===== config.mk =====
export PLATFORM = sky130hd
export DESIGN_NAME = core_boot_seq
export DESIGN_NICKNAME = d
export VERILOG_FILES = /design/src/rtl/core_boot_seq_pkg.sv /design/src/rtl/core_boot_seq_addr_gen.sv /design/src/rtl/core_boot_seq.sv
export SDC_FILE = /design/constraint.sdc
export NUM_CORES = 1
export LEC_CHECK = 0
export CORE_ASPECT_RATIO = 1.2
export CORE_MARGIN = 2
export CORE_UTILIZATION = 32
export CTS_CLUSTER_DIAMETER = 80
export CTS_CLUSTER_SIZE = 12
export DETAILED_ROUTE_END_ITERATION = 7
export PLACE_DENSITY = 0.67
export SYNTH_ARGS = -nofsm -noshare
export SYNTH_HDL_FRONTEND = slang
export SYNTH_SLANG_ARGS = --single-unit
export TNS_END_PERCENT = 1

===== constraint.sdc =====
create_clock -name clk -period 4.83 [get_ports clk]
set_input_delay 1.2075 -clock clk [delete_from_list [all_inputs] [get_ports clk]]
set_output_delay 1.2075 -clock clk [all_outputs]
set_load 0.05 [all_outputs]

===== src/rtl/core_boot_seq_pkg.sv =====
// core_boot_seq_pkg
//   Shared types and constants for the boot sequencer.
//   - boot_state_t     : sequencer state encoding
//   - INSTR_ECALL/EBREAK: instruction words that stop the core
//   - LAST_PRELOAD_REG : highest register index written during preload
//   - is_halt_instr()  : 1 when an instruction word should halt the core
// Optional feature macro used by the sequencer: BOOT_REG_PRELOAD_EN.
package core_boot_seq_pkg;

  typedef enum logic [2:0] {
    BOOT_IDLE      = 3'd0,
    BOOT_LOAD_IMEM = 3'd1,
    BOOT_LOAD_REGS = 3'd2,
    BOOT_RELEASE   = 3'd3,
    BOOT_RUN       = 3'd4,
    BOOT_HALT      = 3'd5
  } boot_state_t;

  localparam logic [31:0] INSTR_ECALL      = 32'h0000_0073;
  localparam logic [31:0] INSTR_EBREAK     = 32'h0010_0073;
  localparam logic [4:0]  LAST_PRELOAD_REG = 5'd31;

  function automatic logic is_halt_instr(input logic [31:0] inst);
    return (inst == INSTR_ECALL) || (inst == INSTR_EBREAK);
  endfunction

endpackage


===== src/rtl/core_boot_seq_addr_gen.sv =====
// core_boot_seq_addr_gen
//   Program word counter for the instruction-memory load phase.
//   Produces the byte address of the next word to be written and flags
//   when the next accepted word occupies the final memory slot.
// Ports:
//   clk        in   core clock
//   rst_n      in   synchronous active-low reset
//   clr        in   restart counting from word 0
//   inc        in   one program word accepted this cycle
//   byte_addr  out  START_ADDR + 4*count (address for the word being accepted)
//   last_slot  out  count == IMEM_DEPTH-1 (the word being accepted fills memory)
module core_boot_seq_addr_gen
  import core_boot_seq_pkg::*;
#(
  parameter int unsigned IMEM_DEPTH = 256,
  parameter logic [31:0] START_ADDR = 32'h0
) (
  input  logic        clk,
  input  logic        rst_n,
  input  logic        clr,
  input  logic        inc,
  output logic [31:0] byte_addr,
  output logic        last_slot
);

  localparam int unsigned CW = $clog2(IMEM_DEPTH + 1);

  logic [CW-1:0] count;

  always_ff @(posedge clk) begin
    if (!rst_n) begin
      count <= '0;
    end else if (clr) begin
      count <= '0;
    end else if (inc) begin
      count <= count + CW'(1);
    end
  end

  assign byte_addr = START_ADDR + (32'(count) << 2);
  assign last_slot = (32'(count) == IMEM_DEPTH - 1);

endmodule


===== src/rtl/core_boot_seq.sv =====
// core_boot_seq
//   Owns the s_core setup interface: streams a program into instruction
//   memory, optionally preloads x1..x31, lets the core load its PC, then
//   releases it. Freezes the core on ECALL/EBREAK and counts RUN cycles.
// Ports:
//   clk, rst_n                    clock, synchronous active-low reset
//   i_start                       load request (IDLE/HALT only)
//   i_ld_valid/data/last, o_ld_ready  loader word stream
//   i_inst                        instruction currently executed by the core
//   o_setup                       1 = core frozen / in setup mode
//   o_imem_we, o_inst_mem_addr/data   program word write (1 cycle after handshake)
//   o_load_reg_addr/data          register preload write (addr 0 = no write)
//   o_pc_start_addr               PC start value
//   o_running, o_halted, o_err    status
//   o_cycles                      saturating count of RUN cycles
// Build option: define BOOT_REG_PRELOAD_EN to add the register preload phase;
//   otherwise o_load_reg_addr/data are tied to 0.
//
// state          | meaning
// BOOT_IDLE      | after reset, core frozen, waiting for i_start
// BOOT_LOAD_IMEM | accepting program words into instruction memory
// BOOT_LOAD_REGS | accepting register preload values x1, x2, ...
// BOOT_RELEASE   | single setup cycle so the PC loads o_pc_start_addr
// BOOT_RUN       | core running, cycle counter active
// BOOT_HALT      | ECALL/EBREAK seen or program overflow; core frozen
module core_boot_seq
  import core_boot_seq_pkg::*;
#(
  parameter int unsigned IMEM_DEPTH = 256,
  parameter logic [31:0] START_ADDR = 32'h0,
  parameter int unsigned CNT_W      = 32
) (
  input  logic             clk,
  input  logic             rst_n,
  input  logic             i_start,
  input  logic             i_ld_valid,
  input  logic [31:0]      i_ld_data,
  input  logic             i_ld_last,
  output logic             o_ld_ready,
  input  logic [31:0]      i_inst,
  output logic             o_setup,
  output logic             o_imem_we,
  output logic [31:0]      o_inst_mem_addr,
  output logic [31:0]      o_inst_mem_data,
  output logic [4:0]       o_load_reg_addr,
  output logic [31:0]      o_load_reg_data,
  output logic [31:0]      o_pc_start_addr,
  output logic             o_running,
  output logic             o_halted,
  output logic             o_err,
  output logic [CNT_W-1:0] o_cycles
);

`ifdef BOOT_REG_PRELOAD_EN
  localparam boot_state_t IMEM_EXIT = BOOT_LOAD_REGS;
`else
  localparam boot_state_t IMEM_EXIT = BOOT_RELEASE;
`endif

  boot_state_t state;
  logic        hs;
  logic        start_ok;
  logic [31:0] next_addr;
  logic        last_slot;

  // Status outputs are plain decodes of the state register.
  assign o_ld_ready      = (state == BOOT_LOAD_IMEM) || (state == BOOT_LOAD_REGS);
  assign o_setup         = (state != BOOT_RUN);
  assign o_running       = (state == BOOT_RUN);
  assign o_halted        = (state == BOOT_HALT);
  assign o_pc_start_addr = START_ADDR;

  assign hs       = i_ld_valid & o_ld_ready;
  assign start_ok = i_start && ((state == BOOT_IDLE) || (state == BOOT_HALT));

  core_boot_seq_addr_gen #(
    .IMEM_DEPTH (IMEM_DEPTH),
    .START_ADDR (START_ADDR)
  ) u_addr_gen (
    .clk       (clk),
    .rst_n     (rst_n),
    .clr       (start_ok),
    .inc       (hs && (state == BOOT_LOAD_IMEM)),
    .byte_addr (next_addr),
    .last_slot (last_slot)
  );

`ifdef BOOT_REG_PRELOAD_EN
  logic [4:0] reg_idx;

  // Preload writes are one-cycle pulses: address 0 means "no write", which
  // is safe because x0 is never a preload target.
  always_ff @(posedge clk) begin
    if (!rst_n) begin
      reg_idx         <= 5'd1;
      o_load_reg_addr <= '0;
      o_load_reg_data <= '0;
    end else begin
      o_load_reg_addr <= '0;
      o_load_reg_data <= '0;
      if (state == BOOT_LOAD_IMEM) begin
        reg_idx <= 5'd1;
      end else if ((state == BOOT_LOAD_REGS) && hs) begin
        o_load_reg_addr <= reg_idx;
        o_load_reg_data <= i_ld_data;
        reg_idx         <= reg_idx + 5'd1;
      end
    end
  end
`else
  assign o_load_reg_addr = '0;
  assign o_load_reg_data = '0;
`endif

  always_ff @(posedge clk) begin
    if (!rst_n) begin
      state           <= BOOT_IDLE;
      o_imem_we       <= 1'b0;
      o_inst_mem_addr <= '0;
      o_inst_mem_data <= '0;
      o_err           <= 1'b0;
      o_cycles        <= '0;
    end else begin
      o_imem_we <= 1'b0;
      case (state)
        BOOT_IDLE, BOOT_HALT: begin
          if (i_start) begin
            state    <= BOOT_LOAD_IMEM;
            o_err    <= 1'b0;
            o_cycles <= '0;
          end
        end
        BOOT_LOAD_IMEM: begin
          if (hs) begin
            o_imem_we       <= 1'b1;
            o_inst_mem_addr <= next_addr;
            o_inst_mem_data <= i_ld_data;
            if (i_ld_last) begin
              state <= IMEM_EXIT;
            end else if (last_slot) begin
              // Memory is now full and the loader still has more words.
              o_err <= 1'b1;
              state <= BOOT_HALT;
            end
          end
        end
`ifdef BOOT_REG_PRELOAD_EN
        BOOT_LOAD_REGS: begin
          if (hs && (i_ld_last || (reg_idx == LAST_PRELOAD_REG))) begin
            state <= BOOT_RELEASE;
          end
        end
`endif
        BOOT_RELEASE: begin
          state <= BOOT_RUN;
        end
        BOOT_RUN: begin
          if (o_cycles != {CNT_W{1'b1}}) begin
            o_cycles <= o_cycles + CNT_W'(1);
          end
          if (is_halt_instr(i_inst)) begin
            state <= BOOT_HALT;
          end
        end
        default: begin
          state <= BOOT_IDLE;
        end
      endcase
    end
  end

endmodule


==> results list <==
* Post-synthesis adder-cell area fraction: 1.00%
- Yosys warnings: 0
* Max-Slew Margin vs Limit: 43.1%
* Sum of negative setup slack: 0 ps
* Largest fanout on the critical path: 26
- The number of global-route vias before repair came to 3828.
* Drt first pass iters: 5
- Number of hold-slack violations in the final timing report: 0
- Count of endpoints failing setup in the final report: 0
- Fraction of the mapped netlist area in compound gates: 18.1%
- For this design the static power due to leakage is 2.21 nW.
- After detailed routing, the average wire length per cell comes to 13.7 um.
- Counting flops with a built-in enable in the synthesized netlist gives 0.
* Die Outline Area: 0.0158 sq mm
* Antenna Cells: 0
- Largest net degree at the start of global routing: 48
* Maximum level of the CTS H-tree: 3
* Type of destination of the critical path: output pin
- By startpoint and endpoint, the worst setup path is classified as reg2out.
- Number of buffers created by CTS: 9
- The routed design could run at a clock period as short as 3480 ps.
- The average instance in the mapped netlist occupies 7.92 sq um.
- Global routing finished with a remaining overflow of 0.
- Terminus of the critical flop-to-flop path: o_cycles[10]
* Worst reg-to-reg path cell count: 5
- Setup repair after global routing left no endpoint under its margin.
- Detailed placement ended at an HPWL of 8.93 mm.
* Number of placement rows: 48
* All-layer global routing usage: 15.8%
* Worst setup path endpoint: o_setup
- Final clock skew: 5.89 ps
* Hold-critical path depth: 2
- Initial antenna violation count: 0
* Share of cells above drive strength 1: 4.64%
- For the pin with the worst max-slew slack, the measured transition is 848 ps.
- Number of buffers inserted by hold repair at cts: 0
- STA classifies the critical path startpoint as a flip-flop.
- At the end of routability-driven placement, the weighted congestion stood at 0.791.
- Portion of netlist area occupied by mux cells: 0.448%
- Global-route wire length before repair: 19.8 mm
* Placed inst area: 0.00603 sq mm
- Hold Path Class: reg2reg
- Hold path start: o_inst_mem_data[4]
- Synth Cell Area: 0.00475 sq mm
- In this run, post-CTS repair resized a total of 0 instances.
- Endpoint required time on the critical path: 3620 ps
- 240 I/O pins were placed.
* Non-Filler Cell Area, Final: 0.00633 sq mm
* Area added between synthesis and finish: 33.3%
* Count of unique library cells instantiated by Yosys: 62
- Root buffer cell: sky130_fd_sc_hd__clkbuf_16
* Number of synthesized register bits: 87
* PD cells: 313 mW/mm^2
- Smallest hold slack: 453 ps
* Result of the run: finished, final reports clean
- Number of buffers added for setup after CTS: 0
- Routed via count: 4457
* Post-detailed-route count of antenna-violating nets: 0
- For this run, the post-layout net count is 800.
- CTS tree: yes
* Later-pin clock latency in the skew report: 340 ps
- Source of the critical timing path: state[1]
* Share of synthesized flip-flops with an asynchronous set or reset: 0%
* Synthesized-area fraction occupied by and/or/nand/nor cells: 23.8%
* Worst-case clock buffer depth: 2
- DR vias/cell: 4.78
- The worst-case IR drop observed on VDD is 0.000177 V.
- By area, the combinational part of the netlist is dominated by simple AND/OR/NAND/NOR gates.
* Die width: 115 um
- Post-layout total power: 0.00198 W
- For this run, design rule violations remaining after detail routing come to 0.
- The most used flip-flop cell after synthesis is sky130_fd_sc_hd__dfxtp_1.
- Drt initial violations: 292
- STA puts the critical path data arrival time at 2270 ps.
- Fill cells in the final layout number 1468.
* Register area share after synthesis: 36.7%
* Placeable core region: 0.0145 sq mm
- The final layout contains routed wiring with a total length of 12.8 mm.
- For this configuration, the core starts out at a cell density of 32.8%.
- Max-cap violations in this run came to 0.
- Sink count of the clock tree: 87
- Die Y-Extent: 137 um
* Number of buffers added on ports: 146
* Xor-xnor portion of the synthesized cell area: 1.29%
* Clock slew seen by the registers of the worst setup and hold paths: 70 ps
- Synthesis produced 599 cells.
- The setup check on the worst reg-to-reg path leaves a slack of 1870 ps.
- Timing would allow up to 0.288 GHz.
- Final Cycle Share: 72.0%
- In this run the critical register-to-register path is launched from o_cycles[11].
- Max-slew violation total from the final report: 0
==> through the flow <==
step	utilization (%)	setup slack, ps	instances
3_3_place_gp	41.7	1460	917
3_5_place_dp	41.7	1430	917
2_1_floorplan	-	1880	690
6_report	43.7	1350	933
4_1_cts	43.7	1340	933
5_1_grt	43.7	1270	933
==> worst min path at each step <==
stage / to / slack [ps]
2_1_floorplan: o_inst_mem_addr[10] / 450
3_3_place_gp: o_inst_mem_data[5] / 440
3_5_place_dp: o_inst_mem_data[19] / 450
4_1_cts: o_inst_mem_data[19] / 460
5_1_grt: o_inst_mem_data[21] / 470
6_report: o_inst_mem_data[4] / 450
==> worst max-delay path: stages (launching register included) <==
cell and delay, ps:
sky130_fd_sc_hd__dfxtp_1 550, sky130_fd_sc_hd__nor2_1 130, sky130_fd_sc_hd__nand2_1 90, sky130_fd_sc_hd__buf_4 300, sky130_fd_sc_hd__clkdlybuf4s50_1 860
==> cells in the mapped netlist (3+ instances only) <==
cell                       number  area share, %
sky130_fd_sc_hd__o221a_1        4           0.95
sky130_fd_sc_hd__buf_4         92             15
sky130_fd_sc_hd__clkbuf_1      24            1.9
sky130_fd_sc_hd__o21ai_0       14            1.5
sky130_fd_sc_hd__xor2_1         4           0.74
sky130_fd_sc_hd__and4_1         7            1.3
sky130_fd_sc_hd__nor2_1        25            2.0
sky130_fd_sc_hd__and3_1         7           0.92
sky130_fd_sc_hd__a41oi_1        6            1.1
sky130_fd_sc_hd__nor3_1        13            1.4
sky130_fd_sc_hd__buf_1          5           0.40
sky130_fd_sc_hd__buf_2          3           0.32
sky130_fd_sc_hd__o21a_1         4           0.63
sky130_fd_sc_hd__or3_1          5           0.66
sky130_fd_sc_hd__nand2_1      105            8.3
sky130_fd_sc_hd__nand3_1       21            2.2
sky130_fd_sc_hd__a21oi_1       53            5.6
sky130_fd_sc_hd__dfxtp_1       87             37
sky130_fd_sc_hd__a311oi_1      10            1.8
sky130_fd_sc_hd__nand2b_1       6           0.79
sky130_fd_sc_hd__a211oi_1       7            1.1
sky130_fd_sc_hd__and2_1         3           0.40
sky130_fd_sc_hd__inv_1         12           0.95
sky130_fd_sc_hd__nand4_1       18            2.4
sky130_fd_sc_hd__ha_1           3           0.79
sky130_fd_sc_hd__nor4_1         5           0.66
sky130_fd_sc_hd__xnor2_1        3           0.55
sky130_fd_sc_hd__a31oi_1       12            1.6
==> metal layers <==
| layer | global-route usage [%] | share of wire [%] | vias up |
|---|---|---|---|
| met5 | 0 | 0 | - |
| met4 | 6.56 | 2.2 | 0 |
| met3 | 4.49 | 7.8 | 21 |
| met2 | 25.5 | 47 | 219 |
| met1 | 19.7 | 43 | 2016 |
| li1 | - | - | 2201 |
==> registers in the layout, indices dropped and copies added, names as in the netlist <==
name              flops
u_addr_gen.count      9
state                 3
o_err                 1
o_imem_we             1
o_inst_mem_addr       9
o_inst_mem_data      32
o_cycles             32
==> layout make-up <==
type	count	area [sq um]	area share, %
Tap cell	200	250	3.95
Sequential cell	87	1740	27.5
Inverter	12	45.0	0.712
Clock buffer	10	229	3.62
Multi-Input combinational cell	465	2480	39.2
Clock inverter	6	68.8	1.09
Timing Repair Buffer	153	1510	23.9
==> power breakdown <==
group	switching, W	leakage [nW]	internal, W
Clock	0.000309	0.143	0.000405
Sequential	0.0000191	0.704	0.000743
Combinational	0.000372	1.37	0.000131
==> layout by cell type, fill, tap and decap left out, types with 2 or more instances in the layout <==
| master | n |
|---|---|
| sky130_fd_sc_hd__conb_1 | 92 |
| sky130_fd_sc_hd__inv_1 | 11 |
| sky130_fd_sc_hd__o311ai_0 | 2 |
| sky130_fd_sc_hd__o221a_1 | 4 |
| sky130_fd_sc_hd__a21oi_1 | 53 |
| sky130_fd_sc_hd__o21ai_0 | 14 |
| sky130_fd_sc_hd__o21ai_1 | 2 |
| sky130_fd_sc_hd__and2_1 | 3 |
| sky130_fd_sc_hd__o311a_1 | 2 |
| sky130_fd_sc_hd__nand2b_1 | 6 |
| sky130_fd_sc_hd__nand3_1 | 21 |
| sky130_fd_sc_hd__a31oi_1 | 12 |
| sky130_fd_sc_hd__and4_1 | 7 |
| sky130_fd_sc_hd__nor4_1 | 5 |
| sky130_fd_sc_hd__ha_1 | 3 |
| sky130_fd_sc_hd__nor3_1 | 13 |
| sky130_fd_sc_hd__xor2_1 | 4 |
| sky130_fd_sc_hd__inv_6 | 2 |
| sky130_fd_sc_hd__dfxtp_1 | 87 |
| sky130_fd_sc_hd__a211oi_1 | 7 |
| sky130_fd_sc_hd__and3_1 | 7 |
| sky130_fd_sc_hd__or3_1 | 5 |
| sky130_fd_sc_hd__buf_4 | 7 |
| sky130_fd_sc_hd__clkdlybuf4s50_1 | 146 |
| sky130_fd_sc_hd__a41oi_1 | 6 |
| sky130_fd_sc_hd__a21bo_2 | 2 |
| sky130_fd_sc_hd__nand2_1 | 105 |
| sky130_fd_sc_hd__or4_1 | 2 |
| sky130_fd_sc_hd__nand4_1 | 18 |
| sky130_fd_sc_hd__o21a_1 | 4 |
| sky130_fd_sc_hd__a311oi_1 | 10 |
| sky130_fd_sc_hd__clkbuf_16 | 9 |
| sky130_fd_sc_hd__xnor2_1 | 3 |
| sky130_fd_sc_hd__nor2_1 | 25 |
==> cells by family (layout without fill, tap and decap cells) <==
group	count (synthesis)	after routing
other	1	92
buffers and inverters	138	181
AND/OR/NAND/NOR	229	229
flip-flops	87	87
adder cells (fa/ha/maj)	4	4
multiplexers	2	2
AO/OA/AOI/OAI	131	131
XOR/XNOR	7	7
Power figures use the tool's default switching activity.
